--- src/rtl/sti_rx_pkg.sv ---
// Shared types for the serial receive packer: FSM states, byte type, bit-order encoding.
package sti_rx_pkg;

  typedef logic [7:0] byte_t;

  typedef enum logic [1:0] {
    ST_RUN   = 2'd0,
    ST_DRAIN = 2'd1,
    ST_FILL  = 2'd2,
    ST_DONE  = 2'd3
  } state_e;

  localparam logic BIT_ORDER_LSB = 1'b0;
  localparam logic BIT_ORDER_MSB = 1'b1;

  // One serial bit into the partial byte; after eight calls the first bit sits
  // in bit 7 (MSB-first) or bit 0 (LSB-first).
  function automatic byte_t shift_in(byte_t cur, logic b, logic order);
    byte_t res;
    case (order)
      BIT_ORDER_MSB: res = {cur[6:0], b};
      BIT_ORDER_LSB: res = {b, cur[7:1]};
      default:       res = cur;
    endcase
    return res;
  endfunction

endpackage

--- src/rtl/sti_rx_fifo.sv ---
// Synchronous byte FIFO; a push into a full FIFO is taken only when a pop happens on the same edge.
module sti_rx_fifo
  import sti_rx_pkg::*;
#(
  parameter int DEPTH = 4
) (
  input  logic  clk_i,
  input  logic  rst_ni,
  input  logic  push_i,
  input  byte_t push_data_i,
  input  logic  pop_i,
  output byte_t head_o,
  output logic  full_o,
  output logic  empty_o
);

  localparam int PW = $clog2(DEPTH);
  localparam logic [PW:0] PTR_ONE = {{PW{1'b0}}, 1'b1};

  byte_t       mem_q [DEPTH];
  logic [PW:0] wr_ptr_q, wr_ptr_d;
  logic [PW:0] rd_ptr_q, rd_ptr_d;
  logic        do_push;
  logic        do_pop;

  // Pointers carry one extra wrap bit so full and empty are distinguishable.
  assign empty_o = (wr_ptr_q == rd_ptr_q);
  assign full_o  = (wr_ptr_q[PW] != rd_ptr_q[PW]) &&
                   (wr_ptr_q[PW-1:0] == rd_ptr_q[PW-1:0]);
  assign head_o  = mem_q[rd_ptr_q[PW-1:0]];

  assign do_pop  = pop_i && !empty_o;
  assign do_push = push_i && (!full_o || do_pop);

  always_comb begin
    wr_ptr_d = wr_ptr_q;
    rd_ptr_d = rd_ptr_q;
    if (do_push) wr_ptr_d = wr_ptr_q + PTR_ONE;
    if (do_pop)  rd_ptr_d = rd_ptr_q + PTR_ONE;
  end

  always_ff @(posedge clk_i or negedge rst_ni) begin
    if (!rst_ni) begin
      wr_ptr_q <= '0;
      rd_ptr_q <= '0;
    end else begin
      wr_ptr_q <= wr_ptr_d;
      rd_ptr_q <= rd_ptr_d;
    end
  end

  always_ff @(posedge clk_i) begin
    if (do_push) mem_q[wr_ptr_q[PW-1:0]] <= push_data_i;
  end

endmodule

--- src/rtl/sti_rx_packer.sv ---
// Packs the transmitter bit stream into bytes, buffers them and writes them to sequential memory addresses.
// Build option STI_RX_ZERO_FILL_EN: pad all unwritten addresses with 0x00 before raising done.
module sti_rx_packer
  import sti_rx_pkg::*;
#(
  parameter int ADDR_W     = 8,
  parameter int FIFO_DEPTH = 4
) (
  input  logic              clk,
  input  logic              reset,
  input  logic              rx_data,
  input  logic              rx_valid,
  input  logic              rx_msb,
  input  logic              rx_end,
  input  logic              mem_ready,
  output logic              mem_we,
  output logic [ADDR_W-1:0] mem_addr,
  output logic [7:0]        mem_wdata,
  output logic              done,
  output logic              ovf,
  output logic              frame_err,
  output logic [1:0]        dbg_state
);

  localparam logic [ADDR_W-1:0] ADDR_LAST = '1;
  localparam logic [ADDR_W-1:0] ADDR_ONE  = {{(ADDR_W-1){1'b0}}, 1'b1};

  state_e            state_q, state_d;
  byte_t             sr_q, sr_d;
  logic [2:0]        cnt_q, cnt_d;
  logic [ADDR_W-1:0] addr_q, addr_d;
  logic              mem_full_q, mem_full_d;
  logic              done_q;
  logic              ovf_q, ovf_d;
  logic              ferr_q, ferr_d;

  byte_t fifo_head;
  logic  fifo_full;
  logic  fifo_empty;
  logic  fifo_push;
  logic  fifo_pop;
  byte_t byte_next;
  logic  byte_done;
  logic  wr_phase;
  logic  fill_phase;
  logic  wr_fire;
  logic  drop_head;

  assign byte_next = shift_in(sr_q, rx_data, rx_msb);
  assign byte_done = (state_q == ST_RUN) && rx_valid && (cnt_q == 3'd7);
  assign wr_phase  = (state_q == ST_RUN) || (state_q == ST_DRAIN);

`ifdef STI_RX_ZERO_FILL_EN
  assign fill_phase = (state_q == ST_FILL);
`else
  assign fill_phase = 1'b0;
`endif

  // Write handshake: a write completes on an edge where mem_we and mem_ready are both high.
  assign mem_we    = !mem_full_q && ((wr_phase && !fifo_empty) || fill_phase);
  assign mem_wdata = (wr_phase && mem_we) ? fifo_head : 8'h00;
  assign mem_addr  = addr_q;
  assign wr_fire   = mem_we && mem_ready;

  // Once the memory is full, buffered bytes have nowhere to go and are discarded one per cycle.
  assign drop_head = wr_phase && mem_full_q && !fifo_empty;
  assign fifo_pop  = (wr_phase && wr_fire) || drop_head;
  assign fifo_push = byte_done && !mem_full_q;

  sti_rx_fifo #(
    .DEPTH (FIFO_DEPTH)
  ) u_fifo (
    .clk_i       (clk),
    .rst_ni      (reset),
    .push_i      (fifo_push),
    .push_data_i (byte_next),
    .pop_i       (fifo_pop),
    .head_o      (fifo_head),
    .full_o      (fifo_full),
    .empty_o     (fifo_empty)
  );

  always_comb begin
    sr_d   = sr_q;
    cnt_d  = cnt_q;
    ferr_d = ferr_q;
    if (state_q == ST_RUN) begin
      if (rx_valid) begin
        sr_d  = byte_next;
        cnt_d = cnt_q + 3'd1;
      end else if (cnt_q != 3'd0) begin
        sr_d   = '0;
        cnt_d  = '0;
        ferr_d = 1'b1;
      end
    end else if (cnt_q != 3'd0) begin
      // Leftover bits when capture stops at end-of-stream.
      sr_d   = '0;
      cnt_d  = '0;
      ferr_d = 1'b1;
    end
  end

  always_comb begin
    ovf_d = ovf_q;
    if (drop_head) ovf_d = 1'b1;
    if (byte_done && (mem_full_q || (fifo_full && !fifo_pop))) ovf_d = 1'b1;
  end

  always_comb begin
    addr_d     = addr_q;
    mem_full_d = mem_full_q;
    if (wr_fire) begin
      if (addr_q == ADDR_LAST) mem_full_d = 1'b1;
      else                     addr_d     = addr_q + ADDR_ONE;
    end
  end

  always_comb begin
    state_d = state_q;
    case (state_q)
      ST_RUN: begin
        if (rx_end) state_d = ST_DRAIN;
      end
      ST_DRAIN: begin
`ifdef STI_RX_ZERO_FILL_EN
        if (fifo_empty) state_d = ST_FILL;
`else
        if (fifo_empty) state_d = ST_DONE;
`endif
      end
      ST_FILL: begin
`ifdef STI_RX_ZERO_FILL_EN
        if (mem_full_q || (wr_fire && (addr_q == ADDR_LAST))) state_d = ST_DONE;
`else
        state_d = ST_DONE;
`endif
      end
      ST_DONE: state_d = ST_DONE;
      default: state_d = ST_RUN;
    endcase
  end

  always_ff @(posedge clk or negedge reset) begin
    if (!reset) begin
      state_q    <= ST_RUN;
      sr_q       <= '0;
      cnt_q      <= '0;
      addr_q     <= '0;
      mem_full_q <= 1'b0;
      done_q     <= 1'b0;
      ovf_q      <= 1'b0;
      ferr_q     <= 1'b0;
    end else begin
      state_q    <= state_d;
      sr_q       <= sr_d;
      cnt_q      <= cnt_d;
      addr_q     <= addr_d;
      mem_full_q <= mem_full_d;
      done_q     <= (state_q == ST_DONE);
      ovf_q      <= ovf_d;
      ferr_q     <= ferr_d;
    end
  end

  assign done      = done_q;
  assign ovf       = ovf_q;
  assign frame_err = ferr_q;
  assign dbg_state = state_q;

endmodule

--- config.mk ---
export PLATFORM = sky130hd
export DESIGN_NAME = sti_rx_packer
export DESIGN_NICKNAME = d
export VERILOG_FILES = /design/src/rtl/sti_rx_pkg.sv /design/src/rtl/sti_rx_fifo.sv /design/src/rtl/sti_rx_packer.sv
export SDC_FILE = /design/constraint.sdc
export NUM_CORES = 1
export LEC_CHECK = 0
export CORE_ASPECT_RATIO = 1.2
export CORE_MARGIN = 2
export CORE_UTILIZATION = 45
export DETAILED_ROUTE_END_ITERATION = 8
export MAX_ROUTING_LAYER = met4
export PLACE_DENSITY = 0.66
export SLEW_MARGIN = 5
export SYNTH_ARGS = -nofsm -noshare
export SYNTH_HDL_FRONTEND = slang
export SYNTH_SLANG_ARGS = --single-unit
export TNS_END_PERCENT = 50
--- constraint.sdc ---
create_clock -name clk -period 2.4 [get_ports clk]
set_input_delay 0.36 -clock clk [delete_from_list [all_inputs] [get_ports clk]]
set_output_delay 0.36 -clock clk [all_outputs]
set_load 0.01 [all_outputs]
**Yosys cells after proc, flatten, opt, wreduce, memory -nomap -nowiden**

Memory sizes are Yosys's and may differ from the RTL's.
Cells that the tools add are included.

- Flip-flop bits (word level): 31
- Memory bits (writable): 32
- Output and inout port bits: 22
- Logic and storage cells: 76
- Memories kept: 1

Memories:

| memory | words | width | read ports | clocked after memory_dff | wr ports | RTL line | source |
|---|---|---|---|---|---|---|---|
| u_fifo.mem_q | 4 | 8 | 1 | 0 | 1 | sti_rx_fifo.sv:20 | `byte_t mem_q [DEPTH];` |

- Add/sub/neg operators: 4
- Equal/unequal tests: 11
- Multiplexer cells: 18
- Bitwise operators: 2
- Reductions and logical operators: 30

Operators by type and width:

| kind | count |
|---|---|
| 8-bit two-way mux | 4 |
| 8-bit one-hot mux with 2 select lines | 1 |
| 1-bit logical AND | 15 |
| 3-bit by 1-bit adder with 3-bit output (second input constant) | 3 |
| 3-bit two-way mux | 3 |
| 8-bit by 1-bit adder with 8-bit output (second input constant) | 1 |
| 8-bit equality test (second input constant) | 1 |
| 1-bit two-way mux | 7 |
| 2-bit one-hot mux with 3 select lines | 1 |
| 2-bit AND reduction | 3 |
| 2-bit equality test (second input constant) | 2 |
| 1-bit zero test | 4 |
| 1-bit logical OR | 4 |
| 2-bit two-way mux | 2 |
| 2-bit inequality test (second input constant) | 2 |
| 3-bit equality test | 1 |
| 3-bit equality test (second input constant) | 1 |
| 3-bit nonzero test | 1 |
| 2-bit by 1-bit equality test with 1-bit output (second input constant) | 1 |
| 2-bit equality test | 1 |
| 2-bit zero test | 1 |
| 2-bit by 1-bit inequality test with 1-bit output (second input constant) | 1 |
| 1-bit NOT | 2 |
| 2-bit nonzero test | 1 |
| other kinds (2) | 2 |

**Depth between registers and ports, before layout**

Gate-level depths: netlist of run 1.

- Depth in word-level cells: 12
- Mapped depth: 6
- Gate-level depth less buffers: 5

**By module**

From an unflattened synthesis of run 1, not the netlist that was laid out.

- Cell total of the unflattened synthesis: 208
- Area, all modules: 2,966.6 sq um

Modules (own cells, without submodules):

| module | instances | cells each | area an instance (sq um) | seq. area each (sq um) |
|---|---|---|---|---|
| sti_rx_fifo | 1 | 96 | 1,652.8 | 1,111.1 |
| sti_rx_packer | 1 | 112 | 1,313.8 | 625.6 |

**Worst setup path before layout of run 1**

OpenSTA, ideal clock, no wires.

- Kind: register -> output
- From: register u_fifo.rd_ptr_q[0]
- To: output mem_wdata[0]
- Arrival time: 1.533 ns
- Required time: 2.040 ns
- Path slack: 0.507 ns
- Cell stages (with the launch flop): 6
- Path buffers: 1
- Path through: dfrtp_1 buf_6 xor2_4 o31ai_4 nand2b_1 nor2b_1

- Cells in the longest elaborated chain, start to end: 6

Ends and longest elaborated chain:

| element | RTL line | source |
|---|---|---|
| start: declaration | sti_rx_fifo.sv:22 | `logic [PW:0] rd_ptr_q, rd_ptr_d;` |
| start signal: assignment | sti_rx_fifo.sv:48 | `rd_ptr_q <= rd_ptr_d;` |
| 3-bit equality test | sti_rx_fifo.sv:27 | `assign empty_o = (wr_ptr_q == rd_ptr_q);` |
| 1-bit zero test | sti_rx_packer.sv:60 | `assign mem_we = !mem_full_q && ((wr_phase && !fifo_empty) \|\| fill_phase);` |
| 1-bit logical AND (2 in series) | sti_rx_packer.sv:60 |  |
| 1-bit logical AND | sti_rx_packer.sv:61 | `assign mem_wdata = (wr_phase && mem_we) ? fifo_head : 8'h00;` |
| 8-bit two-way mux * | sti_rx_packer.sv:61 |  |
| end: declaration | sti_rx_packer.sv:18 | `output logic [7:0] mem_wdata,` |

Mark *: on every way between the ends. The rest lies on a longest branch, timed or not.

**Worst setup path after layout of run 1**

Ends and elaborated chain as after synthesis.

==> metrics.cfg, run 1 <==
[global_routing]
grt_usage_pct=16.8
grt_pass1_vias=1685
antenna_found_initial=0
grt_max_degree=32
grt_overflow=0
grt_first_pass_wirelength_um=8440

[floorplanning]
initial_utilization_pct=46.7
io_pins=29
die_x_um=76.6
chipHeight_um=91.1
core-area_um2=6090
die-area_um2=6980
placementRows=31

[sta]
max_freq_ghz=0.422
period_needed_ns=2.37
setup_tns_ns=0
tightestPinTransition_ns=0.610
hold_viol=0
whs_ns=0.404
finalWorstSetupSlack_ns=0.0298
skew_ns=0.0107
finalCritPeriodShare_pct=98.8
setup-violations-final=0
relSlewSlack_pct=59.0
drv_slew=0

[placed_design]
place_congestion=0.785
dp_hpwl_um=3650
preCtsSetupSlack_ns=0.0804
dpl_cell_area_um2=3260
dp_cells=296
io_buffers=28

[synth]
synthCells=182
ys_ff_latch=63
syn-cell-area_um2=2850
syn_avg_cell_area_um2=15.6
ys_seq_area_share_pct=61.0
synth_cell_types=39
synth_edf_count=32
synth_top_flop_cell=edfxtp_1
synth_fp_nets=198
synthArstFlopShare_pct=49.2
synth_warnings=0

[critical_path]
path_delay_family=buffers and inverters
cp_slowest_stage_delay_ns=0.53
start_kind=register
endpoint_kind=output pin
worstSetupPathType=register to output pin
critPathArrivalTime_ns=2.01
required_ns=2.04
crit_fanout=8
crit_buf_inv=3
crit_path_top_delay_cell=mux4_1
cp_cell_sequence=buf_8, buf_4, mux4_1, nor2b_1, dlygate4sd2_1

[finish]
antenna_cells=0
area_growth_pct=25.2
finalNetCount=253
nFillCells=498
final_util_pct=58.5
design_area_um2=3560
drive_above_1_share_pct=25.6
instances_no_fill=324

[clock_tree]
clk_pin_slew_ns=0.07
clock-sinks=63
tritoncts=built
clk_latency_ns=0.35
cts_root_buffer=clkbuf_8
hold_buffers=0
h-tree-depth=3
cts-buffers-inserted=9
cts_max_path_buffers=2

[detailed_routing]
drt_wl_total_um=5310
drtAntennaViolNets=0
wl_per_cell_um=16.4
firstDrtPassIters=4
dr_total_vias=1697
drc_errors=0
initialDrtViolationCount=150
viasPerCell=5.24

[power_and_ir_drop]
report.power.total_mw=2.62
ir_worst_vdd_uv=498
leakagePower_nw=1.50
power_density_nw_per_um2=734

[job]
maxCapViolCount=0

[hold_path]
min-delay-path-class=input port to async pin

[outcome]
outcome=finished clean

## power by group
| group | switching (mW) | total (mW) | internal (mW) |
|---|---|---|---|
| Sequential | 0.0483 | 1.22 | 1.17 |
| Clock | 0.417 | 0.885 | 0.468 |
| Combinational | 0.209 | 0.515 | 0.306 |
## worst paths after layout
| path | from | end | slack [ns] | cells after the start |
|---|---|---|---|---|
| worst min register to register | ovf$_DFFE_PN0P_ | ovf$_DFFE_PN0P_ | 0.47 | 1 |
| worst max register to register | u_fifo.wr_ptr_q[2]$_DFFE_PN0P_ | u_fifo.mem_q[1][0]$_DFFE_PP_ | 0.36 | 5 |
| min in group clk | ovf$_DFFE_PN0P_ | ovf$_DFFE_PN0P_ | 0.47 | 1 |
| max in group asynchronous | reset | u_fifo.rd_ptr_q[0]$_DFFE_PN0P_ | 1.68 | 2 |
| worst min-delay path | reset | mem_addr[2]$_DFFE_PN0P_ | 0.40 | 2 |
| worst max-delay path | u_fifo.rd_ptr_q[0]$_DFFE_PN0P_ | mem_wdata[0] | 0.03 | 5 |
## cells by family after synthesis
group | synth area share, %
compound gates | 5.06
xor+xnor | 5.23
fa+ha+maj | 3.96
buf+inv | 2.24
flops | 61.0
mux | 11.7
simple gates | 10.7
## worst reg2reg max path: stages (launching register included)
cell      delay [ns]
dfrtp_1         0.42
xor2_2          0.21
buf_4           0.15
and4bb_4        0.21
nor3_4          0.24
and2_1          0.45
## cell type report
cell class | count | area [um^2] | share of cell area, %
Multi-Input combinational cell | 106 | 1060 | 29.7
Clock buffer | 9 | 124 | 3.48
Inverter | 8 | 30.0 | 0.843
Timing Repair Buffer | 49 | 443 | 12.4
Sequential cell | 63 | 1740 | 48.8
Tap cell | 82 | 103 | 2.88
Clock inverter | 7 | 63.8 | 1.79
## state kept, by name (all words and copies together) (netlist names)
name,flops
mem_addr,8
u_fifo.mem_q,32
cnt_q,3
frame_err,1
sr_q,8
done,1
ovf,1
u_fifo.rd_ptr_q,3
dbg_state,2
u_fifo.wr_ptr_q,3
mem_full_q,1
## per-layer routing
metal	wire (um)	global-route usage, %	vias to the layer above
li1	-	-	783
met2	2740	26.9	42
met3	209	3.28	8
met4	114	10.0	0
met5	0	-	-
met1	2240	19.9	864
## cell usage in the layout, fill, tap and decap left out, types with 2 or more instances in the layout
cell,Yosys,final
a22o_1,9,9
and2_1,5,5
buf_4,0,20
clkbuf_8,0,9
clkdlybuf4s15_1,0,4
clkdlybuf4s50_1,0,19
clkinv_1,0,3
clkinvlp_4,0,3
dfrtp_1,31,28
dfrtp_2,0,3
dlygate4sd2_1,0,4
edfxtp_1,32,32
ha_1,9,9
inv_1,7,7
mux2_1,3,3
mux2_2,9,9
mux4_1,5,5
mux4_2,3,3
nand2_1,7,7
nand3_1,3,3
nor2_1,3,3
nor2_2,2,2
nor2b_1,10,10
nor3_1,5,5
nor3b_1,2,2
o211ai_1,2,2
xor2_1,11,10
xor2_2,1,2
## synth_stat cells, types with 5 or more instances
cell	instances	area [um^2]
edfxtp_1	32	961
ha_1	9	113
mux2_2	9	101
dfrtp_1	31	776
a22o_1	9	78.8
nand2_1	7	26.3
nor2b_1	10	62.6
xor2_1	11	96.3
and2_1	5	31.3
inv_1	7	26.3
nor3_1	5	25.0
mux4_1	5	131
## repair_timing
action,in CTS,in global routing
cloned,0,0
resized for setup,17,4
buffers inserted,3,9
pin swaps,2,0
setup endpoints to repair,9,2
Note: power is estimated with default switching activity, not from simulation.
==> inputs of run 2 (changes only) <==
--- a/config.mk
+++ b/config.mk
@@ -10,9 +10,11 @@
 export CORE_UTILIZATION = 45
 export DETAILED_ROUTE_END_ITERATION = 8
 export MAX_ROUTING_LAYER = met4
-export PLACE_DENSITY = 0.66
+export PLACE_DENSITY = 0.65
+export SETUP_SLACK_MARGIN = 0.05
 export SLEW_MARGIN = 5
 export SYNTH_ARGS = -nofsm -noshare
 export SYNTH_HDL_FRONTEND = slang
+export SYNTH_HIERARCHICAL = 1
 export SYNTH_SLANG_ARGS = --single-unit
 export TNS_END_PERCENT = 50
==> metrics.cfg, run 2 <==
[outcome]
outcome=finished clean

[placed_design]
dpl_cell_area_um2=3440  ; +5.5%
preCtsSetupSlack_ns=0.0464  ; -0.0340 ns
io_buffers=28  ; unchanged
place_congestion=0.758  ; -3.4%
dp_hpwl_um=3660  ; +0.23%
dp_cells=327  ; +10%

[synth]
synth_fp_nets=224  ; +13%
synth_top_flop_cell=edfxtp_1
synthCells=208  ; +14%
synth_edf_count=32  ; unchanged
synth.most_common_cell=edfxtp_1
yosys.area.top_type=edfxtp_1
synth_warnings=6  ; +6
synth_top_area_share_pct=32.4  ; -1.4 points
synth_cell_types=51  ; +31%
ys_seq_area_share_pct=58.5  ; -2.5 points
syn_avg_cell_area_um2=14.3  ; -8.8%
syn-cell-area_um2=2970  ; +4.3%
synth_commonest_cells=32 x edfxtp_1, 31 x dfrtp_1, 13 x nor2_1
synth.area.top_cells=edfxtp_1 32%, dfrtp_1 26%, mux4_2 6.1%, mux2_2 4.2%, ha_1 3.8%
synthArstFlopShare_pct=49.2  ; unchanged
ys_ff_latch=63  ; unchanged

[critical_path]
crit_fanout=5  ; -3
required_ns=2.04  ; about the same
endpoint_kind=output pin
rrSetupSlack_ns=0.13  ; -0.23 ns
critPathArrivalTime_ns=1.98  ; -0.03 ns
ff2ff_path_depth=9  ; +4
worstSetupPathType=register to output pin
start_kind=register
rr_startpoint=u_fifo/rd_ptr_q[1]$_DFFE_PN0P_
r2r-end=u_fifo/wr_ptr_q[2]$_DFFE_PN0P_

[power_and_ir_drop]
power_density_nw_per_um2=602  ; -18%
p_clk_share_pct=46.5  ; +13 points
power_frac_seq_pct=50.9  ; +4.4 points
ir_worst_vdd_uv=379  ; -24%
power.switching_mw=0.478  ; -29%
leakagePower_nw=1.51  ; +0.68%
swShare_pct=21.4  ; -4.4 points
internal_power_mw=1.76  ; -9.3%
p_comb_share_pct=2.6  ; -17 points

[detailed_routing]
initialDrtViolationCount=157  ; +4.7%
wl_met3_um=154  ; -26%
drtAntennaViolNets=0  ; unchanged
drt_wl_total_um=5350  ; +0.73%
wl_met1_um=2630  ; +17%
firstDrtPassIters=4  ; unchanged
drc_errors=0  ; unchanged
wl_per_cell_um=15.5  ; -5.4%
dr_wl_met2_um=2460  ; -10%
viasPerCell=5.26  ; +0.50%
dr_total_vias=1816  ; +7.0%
routed.top_layer=met4

[finish]
ff_latch_area_um2=1740  ; -0.22%
design_area_um2=3720  ; +4.3%
area_growth_pct=25.3  ; about the same
final_cell_mix=32 x edfxtp_1, 31 x dfrtp_1, 19 x clkdlybuf4s50_1
nFillCells=520  ; +4.4%
instances_no_fill=345  ; +6.5%
multiInputGateArea_um2=1200  ; +14%
antenna_cells=0  ; unchanged
drive_above_1_share_pct=28.8  ; +3.2 points
mostFrequentLayoutCell=edfxtp_1
finalNetCount=271  ; +7.1%
largest_register_ffs=32  ; unchanged

[global_routing]
grt_overflow=0  ; unchanged
grt_usage_pct=17.0  ; +0.16 points
grt_max_degree=32  ; unchanged
grt_first_pass_wirelength_um=8970  ; +6.3%
antenna_found_initial=0  ; unchanged
grt_pass1_vias=1826  ; +8.4%

[floorplanning]
core-area_um2=6410  ; +5.2%
die_x_um=78.1  ; +2.0%
io_pins=29  ; unchanged
initial_utilization_pct=46.3  ; -0.41 points
die-area_um2=7260  ; +4.1%
chipHeight_um=92.9  ; +2.0%
placementRows=32  ; +3.2%

[sta]
period_needed_ns=2.34  ; -0.0343 ns
finalWorstSetupSlack_ns=0.0641  ; +0.0343 ns
max_freq_ghz=0.428  ; +1.5%
hold_viol=0  ; unchanged
drv_slew=0  ; unchanged
tightestPinTransition_ns=0.472  ; -0.138 ns
relSlewSlack_pct=68.5  ; +9.5 points
whs_ns=0.401  ; -0.00368 ns
finalCritPeriodShare_pct=97.3  ; -1.4 points
setup_tns_ns=0  ; unchanged
grt_setup_unrepaired=true
setup-violations-final=0  ; unchanged
skew_ns=0.0127  ; +0.00198 ns

[clock_tree]
h-tree-depth=3  ; unchanged
clock-sinks=63  ; unchanged
clk_pin_slew_ns=0.08  ; about the same
clk_latency_ns=0.35  ; about the same
cts_max_path_buffers=2  ; unchanged
tritoncts=built
hold_buffers=0  ; unchanged
cts-buffers-inserted=9  ; unchanged
cts_root_buffer=clkbuf_8

[job]
maxCapViolCount=0  ; unchanged

[hold_path]
min-delay-path-class=input port to async pin

## run 2: worst max-delay path: stages (launching register included)
cell	delay [ns]
dfrtp_1	0.42
xor2_2	0.19
or2_4	0.26
nor2_4	0.13
nor3_4	0.06
buf_6	0.15
and2_1	0.14
dlygate4sd2_1	0.28
## run 2: logic make-up after synthesis
group                      share of synthesized area (%)
adders and majority gates                           3.80
AOI/OAI and AO/OA                                   9.03
DFF                                                 58.5
buffers and inverters                               3.08
and+or+nand+nor                                     11.7
xor gates and xnor gates                            1.73
muxes                                               12.1
## run 2: worst max-delay path by stage
stage	startpoint	to	slack [ns]	cells past startpoint
final	u_fifo/rd_ptr_q[1]$_DFFE_PN0P_	mem_wdata[4]	0.06	7
after global routing	u_fifo/rd_ptr_q[1]$_DFFE_PN0P_	mem_wdata[4]	0.01	7
after CTS	u_fifo/rd_ptr_q[0]$_DFFE_PN0P_	mem_wdata[4]	0.05	4
after detailed placement	rx_valid	u_fifo/mem_q[0][7]$_DFFE_PP_	0.05	6
after global placement	rx_valid	u_fifo/mem_q[0][7]$_DFFE_PP_	0.06	6
after floorplan	u_fifo/rd_ptr_q[1]$_DFFE_PN0P_	u_fifo/wr_ptr_q[1]$_DFFE_PN0P_	0.05	9
## run 2: repair_timing
item                                    CTS  global route
buffers inserted                          1             0
resized for setup                        14            12
cloned                                    1             0
pin swaps                                 3             3
endpoints found under the setup margin    9            34
## run 2: through the flow
stage / utilization [%] / power, mW
after detailed placement: 53.7 / 1.22
after global routing: 58.0 / 2.31
after global placement: 53.7 / 1.22
after CTS: 57.6 / 2.26
final: 58.0 / 2.24
after floorplan: - / 1.18
## run 2: power groups by stage
stage	clock network (mW)	logic [mW]	registers, mW
floorplan	0	0.0216	1.16
global placement	0	0.0593	1.16
detailed placement	0	0.0598	1.16
CTS	1.06	0.0600	1.14
global route	1.10	0.0651	1.14
finish	1.04	0.0581	1.14
## run 2: area by class of cell
| type | instances | area share (%) |
|---|---|---|
| clock buffers | 9 | 3.33 |
| clock inverters | 7 | 2.76 |
| inverters | 9 | 0.909 |
| multi-input cells | 127 | 32.4 |
| flip-flops and latches | 63 | 46.7 |
| well taps | 85 | 2.86 |
| repair buffers | 45 | 11.0 |
## run 2: routing by layer
metal / vias up / global-route usage [%]
met2: 31 / 24.0
li1: 873 / -
met4: 0 / 8.77
met3: 12 / 2.92
met1: 900 / 23.8
met5: - / -
